`src/rtl/psum_row_accumulator.sv`:
```
// psum_row_accumulator
//   Captures the three partial sums of the 1-D convolution PE on every rising
//   edge of pe_done. It sums them element-wise over num_rows passes, then
//   streams the finished row (3 words) over a valid/ready handshake.
//
// Ports:
//   clk        rising-edge clock
//   rst        asynchronous, active-high reset
//   pe_done    PE done level; its rising edge marks pe_out0..2 valid
//   pe_out0..2 PE partial sums for output positions 0..2
//   out_data   accumulated output word (holds its last value while idle)
//   out_valid  out_data valid
//   out_ready  consumer accepts out_data
//   out_last   high with the final word (position 2) of a row
//   busy       a row is partially accumulated, or a row is draining
//   ovf        sticky: an accumulation carried out of d_width
//   drop       sticky: a pe_done edge arrived while draining and was discarded
module psum_row_accumulator #(
    parameter int d_width  = 32,
    parameter int num_rows = 3
) (
    input  logic               clk,
    input  logic               rst,
    input  logic               pe_done,
    input  logic [d_width-1:0] pe_out0,
    input  logic [d_width-1:0] pe_out1,
    input  logic [d_width-1:0] pe_out2,
    output logic [d_width-1:0] out_data,
    output logic               out_valid,
    input  logic               out_ready,
    output logic               out_last,
    output logic               busy,
    output logic               ovf,
    output logic               drop
);

    typedef enum logic {
        ACCUM = 1'b0,
        DRAIN = 1'b1
    } state_t;

    state_t             state;
    state_t             state_next;

    logic [d_width-1:0] acc [3];
    logic [d_width-1:0] pe_out [3];
    logic [d_width:0]   sum [3];
    logic [d_width-1:0] data_q;
    logic [d_width-1:0] acc_sel;
    logic [7:0]         row_cnt;
    logic [1:0]         idx;
    logic               pe_done_q;
    logic               pe_edge;
    logic               last_row;
    logic               xfer;
    logic               carry;

    assign pe_out[0] = pe_out0;
    assign pe_out[1] = pe_out1;
    assign pe_out[2] = pe_out2;

    // Level held high counts once; pe_done_q resets low, so a level already
    // high in the first clock after reset is seen as an edge.
    assign pe_edge  = pe_done & ~pe_done_q;
    assign last_row = (row_cnt == 8'(num_rows - 1));
    assign xfer     = out_valid & out_ready;
    assign busy     = (row_cnt != 8'd0) || (state == DRAIN);

    // Unsigned sums with an extra bit to catch the carry-out.
    always_comb begin
        carry = 1'b0;
        for (int unsigned i = 0; i < 3; i++) begin
            sum[i] = {1'b0, acc[i]} + {1'b0, pe_out[i]};
            carry  = carry | sum[i][d_width];
        end
    end

    always_comb begin
        case (idx)
            2'd0:    acc_sel = acc[0];
            2'd1:    acc_sel = acc[1];
            default: acc_sel = acc[2];
        endcase
    end

    // State register
    always_ff @(posedge clk or posedge rst) begin
        if (rst) begin
            state <= ACCUM;
        end else begin
            state <= state_next;
        end
    end

    // Next state and outputs
    always_comb begin
        state_next = state;
        out_valid  = 1'b0;
        out_last   = 1'b0;
        out_data   = data_q;
        case (state)
            ACCUM: begin
                if (pe_edge && last_row) begin
                    state_next = DRAIN;
                end
            end
            DRAIN: begin
                out_valid = 1'b1;
                out_last  = (idx == 2'd2);
                out_data  = acc_sel;
                if (out_ready && idx == 2'd2) begin
                    state_next = ACCUM;
                end
            end
            default: state_next = ACCUM;
        endcase
    end

    // Datapath. data_q shadows the word on the bus while draining so that
    // out_data keeps the last drained value once acc is reused in ACCUM.
    always_ff @(posedge clk or posedge rst) begin
        if (rst) begin
            for (int unsigned i = 0; i < 3; i++) begin
                acc[i] <= '0;
            end
            data_q    <= '0;
            row_cnt   <= '0;
            idx       <= '0;
            pe_done_q <= 1'b0;
            ovf       <= 1'b0;
            drop      <= 1'b0;
        end else begin
            pe_done_q <= pe_done;
            if (state == DRAIN) begin
                data_q <= acc_sel;
                if (pe_edge) begin
                    drop <= 1'b1;
                end
                if (xfer && idx != 2'd2) begin
                    idx <= idx + 2'd1;
                end
            end else if (pe_edge) begin
                for (int unsigned i = 0; i < 3; i++) begin
                    if (row_cnt == 8'd0) begin
                        acc[i] <= pe_out[i];
                    end else begin
                        acc[i] <= sum[i][d_width-1:0];
                    end
                end
                if (row_cnt != 8'd0 && carry) begin
                    ovf <= 1'b1;
                end
                if (last_row) begin
                    row_cnt <= '0;
                    idx     <= '0;
                end else begin
                    row_cnt <= row_cnt + 8'd1;
                end
            end
        end
    end

endmodule

```
`config.mk`:
```
export PLATFORM = sky130hd
export DESIGN_NAME = psum_row_accumulator
export DESIGN_NICKNAME = d
export VERILOG_FILES = /design/src/rtl/psum_row_accumulator.sv
export SDC_FILE = /design/constraint.sdc
export NUM_CORES = 1
export LEC_CHECK = 0
export ABC_AREA = 0
export BUFFER_PORTS_ARGS = -buffer_cell sky130_fd_sc_hd__buf_2
export CAP_MARGIN = 20
export CORE_MARGIN = 2
export CORE_UTILIZATION = 55
export CTS_BUF_LIST = sky130_fd_sc_hd__clkbuf_16
export DETAILED_ROUTE_END_ITERATION = 10
export PLACE_DENSITY = 0.76
export REMOVE_ABC_BUFFERS = 1
export SLEW_MARGIN = 10
export SYNTH_ARGS = -nofsm -noshare
export SYNTH_HDL_FRONTEND = slang
export SYNTH_SLANG_ARGS = --single-unit
export TNS_END_PERCENT = 10
```
`constraint.sdc`:
```
create_clock -name clk -period 6.9 [get_ports clk]
set_input_delay 1.38 -clock clk [delete_from_list [all_inputs] [get_ports clk]]
set_output_delay 1.38 -clock clk [all_outputs]
set_load 0.005 [all_outputs]
```
==> impl_table.tex <==
\begin{tabular}{lr}
\hline
Metric & Value \\
\hline
\multicolumn{2}{l}{\textbf{GRT}} \\
Antenna violations before repair & 3 \\
Final global-route overflow total & 0 \\
Vias in the first global route & roughly 11000 \\
Overall global routing resource usage & 0.296 \\
Wire length of the first global-routing pass & $\sim$52000 um \\
Pin count of the biggest net entering global routing & approximately 100 \\
\multicolumn{2}{l}{\textbf{Synthesis}} \\
Count of synthesis-stage warnings from yosys & 0 \\
Top\_reg\_cell synth & dfrtp\_1 \\
Post-Syn Area per Cell & about 8.0 sq um \\
Unique masters post-synth & 76 \\
Share of flip-flops with an asynchronous set or reset & 1.00 \\
Syn Inst Count & $\sim$1400 \\
Seq/Total Area, Yosys & 0.312 \\
Post-synthesis register bit count & about 140 \\
Number of enable-type register cells in the synthesized netlist & 0 \\
Synth Cell Area & about 0.011 sq mm \\
\multicolumn{2}{l}{\textbf{Worst setup path}} \\
Start point of the critical path & row\_cnt[5] \\
R2r setup slk & between 3 and 4 ns \\
Worst-case reg-to-reg path depth & 7 \\
Reg2Reg Launch Point & row\_cnt[5] \\
Endpoint of the most critical register-to-register path & acc[70] \\
Category of the most critical setup path & flop to output pin \\
Element type at the critical path end & output pin \\
Worst setup path endpoint & busy \\
Startpoint types & flop \\
Critical path data arrival time & between 2 and 3 ns \\
Largest driver fanout on the critical path & 47 \\
Worst EP required & 5.52 ns \\
\multicolumn{2}{l}{\textbf{Layout}} \\
Cell area after layout & 0.0127 sq mm \\
Number of fill cells in the layout & between 1500 and 2000 \\
Share of layout cells above drive strength 1 & 0.138 \\
Final layout net count & 1712 \\
Post-route core utilization & 0.627 \\
Area growth from synthesis to final layout & 11.8\% \\
\multicolumn{2}{l}{\textbf{Routing}} \\
Count of antenna-violating nets left after detailed routing & 0 \\
Total number of vias & about 11000 \\
Detailed-router iteration count before antenna repair & 5 \\
Post-route DRC & 0 \\
Final wirelength & around 32000 um \\
Via count normalized by instance count & between 6 and 7 \\
Routed WL per cell & about 18 um \\
DRT iter0 DRCs & between 700 and 800 \\
\multicolumn{2}{l}{\textbf{Floorplanning}} \\
Die span in y & around 150 um \\
Initial standard-cell utilization of the core & 0.561 \\
Die area & 0.0219 sq mm \\
Core box area & 0.0203 sq mm \\
Chip width & 148 um \\
Rows & between 50 and 60 \\
Count of pins on the block boundary & 137 \\
\multicolumn{2}{l}{\textbf{CTS}} \\
CTS resizes & 0 \\
Quantity of hold-fixing buffers added after cts & 0 \\
Clock-pin transition on the worst setup and hold timing paths & about 0.060 ns \\
Count of H-tree levels built during CTS & 4 \\
Clock latency on the worst-skew pair & approximately 0.43 ns \\
Number of clock sinks & approximately 140 \\
Number of setup buffers added after CTS & 0 \\
Buffer levels on the longest clock path & 2 \\
TritonCTS clock tree & yes \\
CTS buffer count & 17 \\
Clk Tree Root Cell & clkbuf\_16 \\
\multicolumn{2}{l}{\textbf{STA}} \\
Minimum period implied by the final worst setup slack & roughly 3.9 ns \\
Final Skew & approximately 0.011 ns \\
Slew at the pin closest to its max-slew limit & $\sim$0.96 ns \\
Number of endpoints failing setup at the final stage & 0 \\
Tightest hold margin & around 0.47 ns \\
Max Freq & 0.253 GHz \\
Final hold violation count & 0 \\
Setup repair after global routing missed its margin & no \\
Final worst slack & between 2 and 3 ns \\
Max-slew violation total from the final report & 0 \\
Slew margin rel. & 0.361 \\
Share of the clock period used by the worst path & 0.572 \\
\multicolumn{2}{l}{\textbf{Place}} \\
Detailed Place HPWL & around 23000 um \\
Placer congestion estimate & $\sim$0.94 \\
Pre-CTS setup slack & $\sim$2.7 ns \\
DP Area & 0.0122 sq mm \\
Number of port buffers & 136 \\
\multicolumn{2}{l}{\textbf{Run status}} \\
Status & completed \\
\multicolumn{2}{l}{\textbf{Pwr}} \\
Power Internal & around 3.4 mW \\
Net Sw Power & about 3.1 mW \\
Sequential cell fraction of total power & 0.237 \\
Switching Fraction & 0.478 \\
Clock network power share & 0.133 \\
Leak pwr & around 6 nW \\
Pwr per Cell Area & a little over 500 mW/mm\^{}2 \\
Max rail drop VDD & roughly 0.0003 V \\
Part of the total power dissipated in combinational logic & 0.630 \\
\multicolumn{2}{l}{\textbf{Min path}} \\
Class of the tightest hold or removal check & flop to flop \\
\multicolumn{2}{l}{\textbf{Job}} \\
Number of max-cap violations & 0 \\
\hline
\end{tabular}
==> state kept, by name, summed over array words and instances, names as in the netlist <==
| register | count |
|---|---|
| idx | 2 |
| data_q | 32 |
| drop | 1 |
| acc | 96 |
| state | 1 |
| pe_done_q | 1 |
| ovf | 1 |
| row_cnt | 8 |
==> power by group through the flow <==
stage	registers, mW	logic, mW	clock network, mW
after CTS	1.56	4.11	0.888
final	1.56	4.14	0.875
after floorplan	1.47	3.12	0
after detailed placement	1.56	4.08	0
after global placement	1.56	3.99	0
after global routing	1.61	4.67	0.921
==> cell families (layout without fill, tap and decap cells) <==
logic type,count (synthesis),count (layout),share of synthesized area
compound gates,488,488,0.277
simple gates,481,481,0.186
flops,142,142,0.312
buf+inv,114,215,0.0402
fa+ha+maj,105,105,0.117
xor+xnor,80,80,0.0616
mux,6,6,0.00528
other cells,0,2,0
==> synth_stat cells (3+ instances only) <==
library cell	number	area, sq um
nor3b_1	3	22.5
a31oi_1	58	363
o21ba_2	3	30.0
nand3b_1	4	30.0
o211ai_2	4	50.1
a211oi_1	8	60.1
a221oi_2	3	45.0
nand3_1	34	170
o22ai_1	9	56.3
or2_2	3	18.8
nor2b_1	9	56.3
o31ai_1	5	37.5
a21oi_1	160	801
buf_2	24	120
and3_1	19	119
o21bai_1	9	67.6
o21ai_1	9	45.0
o21a_1	13	97.6
xor2_1	36	315
o21ai_0	84	420
o211ai_1	10	75.1
a21o_1	35	263
ha_1	102	1280
nor2_1	152	571
nand2_1	189	709
or3_1	6	37.5
nand2b_1	8	50.1
nor4_1	3	18.8
mux2i_1	6	60.1
a211oi_2	3	37.5
o211a_1	3	30.0
a22oi_1	32	240
nand4_1	14	87.6
a31o_2	4	35.0
inv_1	39	146
clkbuf_1	51	191
fa_1	3	60.1
xnor2_1	44	385
dfrtp_1	142	3550
and2_1	9	56.3
nor3_1	18	90.1
==> layout make-up <==
| cell class | instances | area (sq um) | area share |
|---|---|---|---|
| antenna | 2 | 5.00 | 0.000393 |
| inverter | 39 | 151 | 0.0119 |
| clock buffer | 17 | 425 | 0.0334 |
| timing repair buffer | 147 | 763 | 0.0600 |
| multi-input combinational | 1160 | 7380 | 0.580 |
| clock inverter | 12 | 109 | 0.00855 |
| tap | 270 | 338 | 0.0265 |
| sequential | 142 | 3550 | 0.279 |
==> stage by stage <==
stage               std cells  total power, mW  TNS [ns]
floorplan                1341             4.59     -4.25
CTS                      1787             6.56         0
detailed placement       1758             5.65         0
global route             1787             7.19         0
global placement         1758             5.55         0
finish                   1789             6.58         0
==> cell usage in the layout, fill, tap and decap left out, drive strengths merged, types with 34 or more instances in the layout <==
cell type	count
nand3	34
xnor2	44
nor2	152
inv	42
buf	147
xor2	36
a21oi	162
ha	102
a21o	35
nand2	189
a31oi	58
o21ai	94
dfrtp	142
==> worst min-delay path by stage <==
| stage | from | end | slack, ns | depth (start not counted) |
|---|---|---|---|---|
| CTS | drop | drop | 0.47 | 1 |
| detailed placement | drop | drop | 0.45 | 1 |
| global route | row_cnt[7] | row_cnt[7] | 0.50 | 1 |
| floorplan | row_cnt[7] | row_cnt[7] | 0.44 | 1 |
| global placement | drop | drop | 0.45 | 1 |
| finish | drop | drop | 0.47 | 1 |
==> worst max-delay path, stage by stage (launching register included) <==
cell and delay [ns]:
dfrtp_1 0.40, or4_1 0.53, nor3_1 0.37, and2_4 0.60, nand2b_1 0.09, buf_2 0.14
==> layer usage <==
layer / GRT usage / share of wire / wire length, um / up-vias
met5: 0 / 0.00041 / 13 / -
met4: 0.127 / 0.039 / 1250 / 2
met3: 0.0500 / 0.066 / 2090 / 77
met2: 0.493 / 0.46 / 14700 / 383
met1: 0.381 / 0.43 / 13700 / 5165
li1: - / - / - / 5278
No activity file was read; power rests on OpenSTA's default activity.
